## src/rtl/lfsr_pkg.sv

```systemverilog
// Shared constants for the LFSR family: mode selectors and default
// maximal-length tap masks for widths 2..32.
package lfsr_pkg;

   localparam int LFSR_FIBONACCI = 0;
   localparam int LFSR_GALOIS    = 1;
   localparam int LFSR_MIN_WIDTH = 2;
   localparam int LFSR_MAX_WIDTH = 64;

   // Bit n-1 set means tap n of the characteristic polynomial.
   localparam logic [31:0] LFSR_DEFAULT_TAPS [2:32] = '{
      32'h0000_0003, 32'h0000_0006, 32'h0000_000C, 32'h0000_0014,
      32'h0000_0030, 32'h0000_0060, 32'h0000_00B8, 32'h0000_0110,
      32'h0000_0240, 32'h0000_0500, 32'h0000_0829, 32'h0000_100D,
      32'h0000_2015, 32'h0000_6000, 32'h0000_D008, 32'h0001_2000,
      32'h0002_0400, 32'h0004_0023, 32'h0009_0000, 32'h0014_0000,
      32'h0030_0000, 32'h0042_0000, 32'h00E1_0000, 32'h0120_0000,
      32'h0200_0023, 32'h0400_0013, 32'h0900_0000, 32'h1400_0000,
      32'h2000_0029, 32'h4800_0000, 32'h8020_0003
   };

   function automatic logic [63:0] lfsr_default_taps(input int width);
      logic [63:0] taps;
      taps = '0;
      if (width >= 2 && width <= 32) begin
         taps = {32'h0, LFSR_DEFAULT_TAPS[width]};
      end
      return taps;
   endfunction

endpackage

```

## src/rtl/lfsr_gen_if.sv

```systemverilog
// Control and observation bundle of the LFSR generator.
interface lfsr_gen_if #(
   parameter int WIDTH = 8
);
   logic             CE;
   logic             LOAD;
   logic [WIDTH-1:0] LOAD_VALUE;
   logic [WIDTH-1:0] O;
   logic             WRAP;
   logic             LOCKUP;

   modport master (
      output CE, LOAD, LOAD_VALUE,
      input  O, WRAP, LOCKUP
   );

   modport slave (
      input  CE, LOAD, LOAD_VALUE,
      output O, WRAP, LOCKUP
   );
endinterface

```

## src/rtl/lfsr_next.sv

```systemverilog
// Combinational single-step of an LFSR in Fibonacci or Galois form, with
// all-zero lockup substitution by SEED. Shared with the scrambler.
module lfsr_next
   import lfsr_pkg::*;
#(
   parameter int               WIDTH  = 8,
   parameter logic [WIDTH-1:0] TAPS   = 8'hB8,
   parameter logic [WIDTH-1:0] SEED   = 8'h01,
   parameter int               GALOIS = LFSR_FIBONACCI
) (
   input  logic [WIDTH-1:0] state,
   output logic [WIDTH-1:0] state_next,
   output logic             zero_hit
);

   logic [WIDTH-1:0] step;

   generate
      if (GALOIS == LFSR_GALOIS) begin : g_galois
         logic msb;
         assign msb     = state[WIDTH-1];
         assign step[0] = msb;
         // The top tap bit has no destination in this form and is ignored.
         for (genvar gi = 1; gi < WIDTH; gi++) begin : g_bit
            assign step[gi] = state[gi-1] ^ (TAPS[gi-1] & msb);
         end
      end else begin : g_fibonacci
         assign step = {state[WIDTH-2:0], ^(state & TAPS)};
      end
   endgenerate

   assign zero_hit   = (state == '0);
   assign state_next = zero_hit ? SEED : step;

endmodule

```

## src/rtl/lfsr_gen.sv

```systemverilog
// Parametrised LFSR generator: state/start/WRAP/LOCKUP registers with
// RESET > LOAD > CE > hold priority around the lfsr_next step.
module lfsr_gen
   import lfsr_pkg::*;
#(
   parameter int               WIDTH  = 8,
   parameter logic [WIDTH-1:0] TAPS   = 8'hB8,
   parameter logic [WIDTH-1:0] SEED   = 8'h01,
   parameter int               GALOIS = LFSR_FIBONACCI
) (
   input logic       CLK,
   input logic       RESET,
   lfsr_gen_if.slave bus
);

   generate
      if (SEED == '0 || WIDTH < LFSR_MIN_WIDTH || WIDTH > LFSR_MAX_WIDTH) begin : g_bad_cfg
         $error("lfsr_gen: SEED must be non-zero and WIDTH within 2..64");
      end
   endgenerate

   logic [WIDTH-1:0] state_reg, state_next;
   logic [WIDTH-1:0] start_reg, start_next;
   logic             wrap_reg, wrap_next;
   logic             lockup_reg, lockup_next;
   logic [WIDTH-1:0] step_value;
   logic             zero_hit;

   lfsr_next #(
      .WIDTH  (WIDTH),
      .TAPS   (TAPS),
      .SEED   (SEED),
      .GALOIS (GALOIS)
   ) u_next (
      .state      (state_reg),
      .state_next (step_value),
      .zero_hit   (zero_hit)
   );

   always_comb begin
      state_next  = state_reg;
      start_next  = start_reg;
      wrap_next   = 1'b0;
      lockup_next = lockup_reg;
      if (bus.LOAD) begin
         // An all-zero load would lock the register, so restart from SEED instead.
         if (bus.LOAD_VALUE != '0) begin
            state_next  = bus.LOAD_VALUE;
            start_next  = bus.LOAD_VALUE;
            lockup_next = 1'b0;
         end else begin
            state_next  = SEED;
            start_next  = SEED;
            lockup_next = 1'b1;
         end
      end else if (bus.CE) begin
         state_next = step_value;
         wrap_next  = (step_value == start_reg);
         if (zero_hit) begin
            lockup_next = 1'b1;
         end
      end
   end

   always_ff @(posedge CLK) begin
      if (RESET) begin
         state_reg  <= SEED;
         start_reg  <= SEED;
         wrap_reg   <= 1'b0;
         lockup_reg <= 1'b0;
      end else begin
         state_reg  <= state_next;
         start_reg  <= start_next;
         wrap_reg   <= wrap_next;
         lockup_reg <= lockup_next;
      end
   end

   assign bus.O      = state_reg;
   assign bus.WRAP   = wrap_reg;
   assign bus.LOCKUP = lockup_reg;

endmodule

```

## src/flat_wrapper.sv

```systemverilog
// flat-port wrapper written by rule: the top's interface ports become plain ports
module lfsr_gen_flat import lfsr_pkg::*;
#(
   parameter int               WIDTH  = 8,
   parameter logic [WIDTH-1:0] TAPS   = 8'hB8,
   parameter logic [WIDTH-1:0] SEED   = 8'h01,
   parameter int               GALOIS = LFSR_FIBONACCI
)
  (CLK, RESET, bus_CE, bus_LOAD, bus_LOAD_VALUE, bus_O, bus_WRAP, bus_LOCKUP);
  lfsr_gen_if #(.WIDTH(WIDTH)) bus_i ();
  input logic CLK;
  input logic RESET;
  input wire logic [$bits(bus_i.CE)-1:0] bus_CE;
  input wire logic [$bits(bus_i.LOAD)-1:0] bus_LOAD;
  input wire logic [$bits(bus_i.LOAD_VALUE)-1:0] bus_LOAD_VALUE;
  output wire logic [$bits(bus_i.O)-1:0] bus_O;
  output wire logic [$bits(bus_i.WRAP)-1:0] bus_WRAP;
  output wire logic [$bits(bus_i.LOCKUP)-1:0] bus_LOCKUP;
  assign bus_i.CE = bus_CE;
  assign bus_i.LOAD = bus_LOAD;
  assign bus_i.LOAD_VALUE = bus_LOAD_VALUE;
  assign bus_O = bus_i.O;
  assign bus_WRAP = bus_i.WRAP;
  assign bus_LOCKUP = bus_i.LOCKUP;
  lfsr_gen #(.WIDTH(WIDTH), .TAPS(TAPS), .SEED(SEED), .GALOIS(GALOIS)) u_core (.CLK(CLK), .RESET(RESET), .bus(bus_i));
endmodule
```

## config.mk

```make
export PLATFORM = sky130hd
export DESIGN_NAME = lfsr_gen_flat
export DESIGN_NICKNAME = d
export VERILOG_FILES = /design/src/rtl/lfsr_pkg.sv /design/src/rtl/lfsr_gen_if.sv /design/src/rtl/lfsr_next.sv /design/src/rtl/lfsr_gen.sv /design/src/flat_wrapper.sv
export SDC_FILE = /design/constraint.sdc
export NUM_CORES = 1
export LEC_CHECK = 0
export ABC_AREA = 1
export BUFFER_PORTS_ARGS = -buffer_cell sky130_fd_sc_hd__buf_2
export CORE_AREA = 5 5 48 50
export CTS_CLUSTER_SIZE = 20
export DETAILED_ROUTE_END_ITERATION = 12
export DIE_AREA = 0 0 53 55
export PLACE_DENSITY = 0.86
export RECOVER_POWER = 25
export SETUP_SLACK_MARGIN = 0.5
export SYNTH_ARGS = -nofsm -noshare
export SYNTH_HDL_FRONTEND = slang
export SYNTH_SLANG_ARGS = --single-unit
```

## constraint.sdc

```tcl
create_clock -name CLK -period 3.2 [get_ports CLK]
set_input_delay 0.16 -clock CLK [delete_from_list [all_inputs] [get_ports CLK]]
set_output_delay 0.16 -clock CLK [all_outputs]
set_load 0.01 [all_outputs]
```

* Word level (Yosys, flattened, before mapping)
Cells that the tools add are included.
** Word-level totals
- Output and inout bits :: 10
- Bits in registers :: 18
- Input port bits :: 12
** Cells by class
- Equality and inequality tests :: 1
- Mux-type cells :: 8
- Reductions and logical operators :: 7
- Bitwise operators :: 1
** Operators by type and width (number)
- 2-to-1 mux 8 bit :: 4
- == test 8 bit :: 1
- zero test 8 bit :: 1
- nonzero test 8 bit :: 1
- parity 8 bit :: 1
- 2-to-1 mux 1 bit :: 4
- nonzero test 2 bit :: 2
- OR reduction 3 bit :: 1
- AND reduction 2 bit :: 1
- inverter 1 bit :: 1

* Depth between registers and ports, before layout
Gate-level depths: netlist of the first run.
- Depth after elaboration :: 4
- Depth in mapped cells :: 10
- Mapped depth without buffers :: 10

* By module
From an unflattened synthesis of the first run, not the netlist that was laid out.
** Unflattened totals
- Cells, all modules :: 167
- Area, all modules :: 1047.3 sq um
** Modules (own cells, without submodules)
- lfsr_gen :: cells each 134, times used 1, area an instance 902.1 sq um, sequential area each 360.3 sq um
- lfsr_next :: cells each 33, times used 1, area an instance 145.1 sq um, sequential area each 0.0 sq um

* Worst setup path before layout of the first run
Ideal clock, no wire load.
- Kind :: register -> register
- Start :: reg u_core.state_reg[4] (netlist: u_core.bus.O[4])
- End :: reg u_core.wrap_reg (netlist: u_core.bus.WRAP)
- Arrival :: 1.345 ns
- Path slack :: 1.745 ns
- Cell stages (with the launch flop) :: 10
- Period minus slack after synthesis :: 1.455 ns
- Path buffers :: 0
- Cells stage by stage :: dfxtp_1 inv_1 ha_1 or2_1 nand3_1 nand3_2 nand2_1 nand2_1 inv_2 nor2_2
** Between the ends
- Word-level cells in the longest chain between the ends :: 3
** Ends and longest elaborated chain
- from (decl) :: line lfsr_gen.sv:22 : logic [WIDTH-1:0] state_reg, state_next;
- from (signal assigned) :: line lfsr_gen.sv:72 : state_reg <= state_next;
- parity 8 bit or zero test 8 bit (tied branches) :: line lfsr_next.sv:28, lfsr_next.sv:32
- 2-to-1 mux 8 bit (*) :: line lfsr_next.sv:33 : assign state_next = zero_hit ? SEED : step;
- == test 8 bit (*) :: line lfsr_gen.sv:58 : wrap_next = (step_value == start_reg);
- to (signal assigned) :: line lfsr_gen.sv:74 : wrap_reg <= wrap_next;
- to (decl) :: line lfsr_gen.sv:24 : logic wrap_reg, wrap_next;
Mark *: on every way between the ends. The rest lies on a longest branch, timed or not.
A chain may end at the register's enable or synchronous reset.

* Worst setup path after layout of the first run
Same ends and word-level chain as after synthesis.

==> results.ini, run 1 <==
[final_layout]
antenna_cells=0
fin_nets=179
fillers=182
fin_cells=192
syn_to_final_growth_pct=15.7
layout-drive-gt1-share_pct=26.1

[synth]
synth_edf_count=0
synthTopCellsByArea=dfxtp_1, nand2_1, inv_1
synth_top_area_share_pct=37.3
yosys_register_bits=18
netlist_area_um2=966
synth-async-reset-ratio_pct=0
ys_seq_area_share_pct=37.3
synth_adder_area_share_pct=1.30
syn_nets=156
yosys.area_share.simple_pct=36.3
synthMuxAreaShare_pct=0
synth_top_family_by_area=simple AND/OR/NAND/NOR gates
synth-compound-area-share_pct=13.5
synthCells=143
synth_xor_xnor_area_share_pct=0
ys.flop_type=dfxtp_1
ys_warn_count=0
syn_avg_cell_area_um2=6.75
yosys.area.top_type=dfxtp_1
synthDistinctLibCells=24

[floorplan]
die_y_um=55
io_pins=22
die_area_um2=2920
dieWidth_um=53
rows=16
core_um2=1860
start_util_pct=51.9

[timing]
finalMaxSlewViolations=0
tightest_slew_ns=0.484
hold_ws_ns=0.132
finalWorstSetupSlack_ns=1.70
skew_ns=0.00480
max_slew_margin_pct=67.7
finalSetupTns_ns=0
period_share_pct=47.0
fmax_mhz=665
rsz0062_at_grt=no
setup_viol=0
finalHoldViolCount=0
fin_crit_ns=1.50

[clock_tree]
clk_latency_ns=0.30
cts_tree=done
numCtsBuffers=3
cts_sinks=18
clockBufferDepth=2
clk_pin_slew_worst_paths_ns=0.11
h-tree-depth=1
cts-root-buf=clkbuf_4
cts_hold_buf=0
post_cts_buffers=0
post_cts_resized=0

[worst_setup_path]
cpLargestDelayFamily=simple AND/OR/NAND/NOR gates
cp_slowest_cell=dfxtp_1
cp.buffers_inverters=2
start_kind=flop
worst-setup-path-type=flop to flop
crit_top_cell=nand2_1
cp-end-kind=flop
crit_chain=inv_1 -> ha_1 -> or2_1 -> nand3_1 -> nand3_2 -> nand2_1 -> nand2_1 -> inv_2 -> nor2_2
required_ns=3.41
cp_data_arrival_time_ns=1.71
worst_path_largest_cell_delay_ns=0.41
critPathMaxFanout=5

[detailed_routing]
drc=0
wl_per_cell_um=12.9
drt-pass1-iter-count=5
dr_wl_met2_um=1190
wirelength_um=2480
wl_met1_um=1040
final_antenna_net_count=0
via_per_inst=5.29
drt_iter0_markers=64
met3_length_um=161
top_layer_used=met4
via_count=1016

[placed_design]
io_buffers=21
dp_cells=188
gp_congestion=0.920
hpwl_um=1780
post-place-ws_ns=1.71

[job]
cap_violations=0

[global_routing]
grt_pass1_wl_um=3940
antenna_found_initial=0
grt_usage_pct=18.5
grt_max_degree=12
gr-total-overflow=0
grt_pass1_vias=909

[status]
status=finished clean

[hold_path]
hold_path_class=input pin to flop

[power]
power_density_nw_per_um2=439
p_leak_nw=0.565
ir_worst_vdd_v=0.000238

[cells in the final DEF, fill, tap and decap left out, types with 2 or more instances in the layout]
cell type  instances
nand2_1           43
nor2_2             2
a21oi_1            8
a31oi_1            2
inv_1             16
nand2_4            2
nand2_2            4
o221ai_1           3
o21ai_0            7
nor2_1            10
nand4_1            2
clkbuf_4           3
buf_2             20
nand3_1            7
nor2_4             2
dfxtp_1           18
inv_2              8
[stage by stage]
stage / utilization, % / cell area [um^2] / power (mW)
3_5_place_dp: 58.1 / 1080 / 0.350
3_3_place_gp: 58.1 / 1080 / 0.347
5_1_grt: 60.0 / 1120 / 0.513
4_1_cts: 60.1 / 1120 / 0.491
2_1_floorplan: - / 966 / 0.322
6_report: 60.0 / 1120 / 0.491
[cells by family after synthesis]
group | count (synthesis)
adder cells (fa/ha/maj) | 1
AND/OR/NAND/NOR | 75
flip-flops | 18
AO/OA/AOI/OAI | 22
buffers and inverters | 27
[synthesized netlist by cell type, types with 2 or more instances]
cell,number
nand2_2,4
a21oi_1,8
a31oi_1,2
nor2_2,2
nor2_1,10
o21ai_0,7
nand2_4,2
nand4_1,2
nand2_1,43
o221ai_1,3
inv_1,16
nand3_1,7
dfxtp_1,18
inv_2,8
nor2_4,2
[worst min-delay path: stages]
cell and delay [ns]:
buf_2 0.10, nand2_1 0.07, a21oi_1 0.06
[layer usage]
layer,track usage (%),vias to the layer above
li1,-,496
met1,21.3,460
met2,32.0,48
met3,3.49,12
met4,11.1,0
met5,0,-
[final cells by class]
type	count	area [um^2]	share of cell area (%)
sequential	18	360	32.3
tap	27	33.8	3.02
multi-input combinational	98	493	44.1
clock buffer	4	36.3	3.25
inverter	24	90.1	8.06
timing repair buffer	21	104	9.29
[final timing paths]
path         depth (start not counted)                start                  end  slack [ns]
min reg2reg                          2  u_core.start_reg[3]  u_core.start_reg[3]        0.49
max reg2reg                          9      u_core.bus.O[4]      u_core.bus.WRAP        1.70
min                                  3    bus_LOAD_VALUE[1]  u_core.start_reg[1]        0.13
max                                  9      u_core.bus.O[4]      u_core.bus.WRAP        1.70
[power by group]
group / switching [mW] / total (mW) / internal (mW)
sequential: 0.0113 / 0.248 / 0.237
clock: 0.0736 / 0.143 / 0.0695
combinational: 0.0638 / 0.100 / 0.0362
Power figures use the tool's default switching activity.
==> run 2: changes to the inputs <==
--- a/config.mk
+++ b/config.mk
@@ -5,13 +5,13 @@
 export SDC_FILE = /design/constraint.sdc
 export NUM_CORES = 1
 export LEC_CHECK = 0
-export ABC_AREA = 1
+export ABC_AREA = 0
 export BUFFER_PORTS_ARGS = -buffer_cell sky130_fd_sc_hd__buf_2
-export CORE_AREA = 5 5 48 50
+export CORE_AREA = 5 5 49 51
 export CTS_CLUSTER_SIZE = 20
 export DETAILED_ROUTE_END_ITERATION = 12
-export DIE_AREA = 0 0 53 55
-export PLACE_DENSITY = 0.86
+export DIE_AREA = 0 0 54 56
+export PLACE_DENSITY = 0.81
 export RECOVER_POWER = 25
 export SETUP_SLACK_MARGIN = 0.5
 export SYNTH_ARGS = -nofsm -noshare
==> constraint.sdc (replaced) <==
create_clock -name CLK -period 1.5 [get_ports CLK]
set_input_delay 0.075 -clock CLK [delete_from_list [all_inputs] [get_ports CLK]]
set_output_delay 0.075 -clock CLK [all_outputs]
set_load 0.01 [all_outputs]
==> results.ini, run 2 <==
[status]
status=finished with violations
violations=setup timing

[clock_tree]
clockBufferDepth=2
h-tree-depth=1
numCtsBuffers=3
clk_pin_slew_worst_paths_ns=0.11
cts-root-buf=clkbuf_4
cts_tree=done
cts_sinks=18
clk_latency_ns=0.30

[timing]
fmax_mhz=586
finalHoldViolCount=0
tightest_slew_ns=0.328
max_slew_margin_pct=78.2
hold_ws_ns=0.0393
fin_crit_ns=1.71
rsz0062_at_grt=yes
skew_ns=0.00251
finalWorstSetupSlack_ns=-0.207
period_share_pct=114
setup_viol=5
finalMaxSlewViolations=0

[placed_design]
gp_congestion=0.866
io_buffers=21
hpwl_um=1630
dpl_cell_area_um2=1150

[power]
p_sw_uw=325
comb_power_share_pct=26.6
pwr-share-clk_pct=27.1
power_frac_seq_pct=46.3
swShare_pct=28.5
p_leak_nw=0.602
power_density_nw_per_um2=868
ir_worst_vdd_v=0.000573
cellInternalPower_uw=814
power_mw=1.14

[detailed_routing]
final_antenna_net_count=0
drc=0
via_per_inst=5.30
wirelength_um=2430
drt_iter0_markers=22
wl_per_cell_um=14.6
via_count=885
drt-pass1-iter-count=5

[final_layout]
fillers=163
syn_to_final_growth_pct=40.5
fin_nets=154
layout-drive-gt1-share_pct=42.9
design_area_um2=1310
antenna_cells=0
final_util_pct=68.9
most-common-layout-cells=nor2_1, buf_2, mux2i_1, buf_6
final_common_cell=nor2_1

[global_routing]
use_met2_pct=27.5
busiest_layer=met2
met3_usage_pct=5.63
grt_pass1_vias=879
use_met1_pct=19.2
grt_usage_pct=16.3
antenna_found_initial=0
gr-total-overflow=0
grt_pass1_wl_um=3760
grt_max_degree=27

[hold_path]
hold_path_class=input pin to flop

[floorplan]
core_um2=1900
start_util_pct=49.1
die_y_um=56
rows=16
dieWidth_um=54
io_pins=22
die_area_um2=3020

[worst_setup_path]
required_ns=1.71
start_kind=flop
cp-end-kind=flop
rr_worst_depth=6
rr_startpoint=u_core.bus.O[5]
startpoint=u_core.bus.O[5]
crit_end=u_core.bus.WRAP
critPathMaxFanout=4
cp_data_arrival_time_ns=1.91
worst-r2r-setup-slack_ns=-0.21
r2r_end=u_core.bus.WRAP
worst-setup-path-type=flop to flop

[synth]
synth_top_area_share_pct=38.6
syn_avg_cell_area_um2=8.81
ys_warn_count=0
synthTopCellsByArea=dfxtp_1, mux2i_1, nor2_1
ys_top_cells_by_count=dfxtp_1, nor2_1, mux2i_1, a21oi_1, inv_1
yosys_register_bits=18
synth_edf_count=0
yosys.area.top_type=dfxtp_1
ys.flop_type=dfxtp_1
syn_nets=119
synth-async-reset-ratio_pct=0
netlist_area_um2=933
synthCells=106
synthDistinctLibCells=31
ys_seq_area_share_pct=38.6

[job]
cap_violations=0

run 2: power by group through the flow:
stage	sequential [mW]	clock (mW)	combinational, mW
after global routing	0.530	0.333	0.330
after global placement	0.534	0	0.246
after floorplan	0.549	0	0.147
after CTS	0.524	0.318	0.267
after detailed placement	0.534	0	0.255
final	0.528	0.308	0.303
run 2: final cells by class:
cell class              instances  area, um^2  area share, %
inverters                       7        26.3           2.00
repair buffers                 36         280           21.4
well taps                      27        33.8           2.58
multi-input cells              75         562           42.8
flip-flops and latches         18         373           28.4
clock buffers                   4        36.3           2.77
run 2: worst min path at each step:
| stage | start | end | slack, ns | cells after the start |
|---|---|---|---|---|
| after floorplan | bus_LOAD_VALUE[4] | u_core.bus.O[4] | 0.22 | 2 |
| after global placement | bus_LOAD_VALUE[2] | u_core.bus.O[2] | 0.34 | 3 |
| after detailed placement | bus_LOAD_VALUE[2] | u_core.bus.O[2] | 0.35 | 3 |
| after CTS | bus_LOAD_VALUE[2] | u_core.bus.O[2] | 0.03 | 3 |
| after global routing | bus_LOAD_VALUE[3] | u_core.bus.O[3] | 0.05 | 3 |
| final | bus_LOAD_VALUE[3] | u_core.bus.O[3] | 0.04 | 3 |
run 2: metrics by stage:
step / cells / TNS [ns] / setup slack, ns
2_1_floorplan: 106 / -0.331 / -0.169
3_3_place_gp: 159 / -0.506 / -0.147
3_5_place_dp: 159 / -0.662 / -0.183
4_1_cts: 164 / -0.807 / -0.207
5_1_grt: 167 / -1.05 / -0.260
6_report: 167 / -0.762 / -0.207
run 2: worst max-delay path, cell delays in order (launching register included):
cell     delay (ns)
dfxtp_2        0.34
inv_2          0.06
ha_4           0.12
or4b_4         0.47
or2_4          0.29
and4_4         0.14
o211a_1        0.19
run 2: timing repair:
item,4_1_cts,5_1_grt
pin swaps,1,7
resized for setup,5,20
cloned,0,0
endpoints found under the setup margin,8,16
hold buffers,0,0
setup buffers,1,3
run 2: cell families after synthesis:
family / count (synthesis) / share of synthesized area (%)
adder cells (fa/ha/maj): 1 / 1.34
XOR/XNOR: 8 / 9.12
AO/OA/AOI/OAI: 19 / 13.3
flip-flops: 18 / 38.6
AND/OR/NAND/NOR: 35 / 19.3
multiplexers: 12 / 12.9
buffers and inverters: 13 / 5.49
run 2: metal layers:
metal	share of wire, %	up-vias
li1	-	436
met3	6.0	8
met1	41	410
met5	0	-
met4	1.6	0
met2	51	31
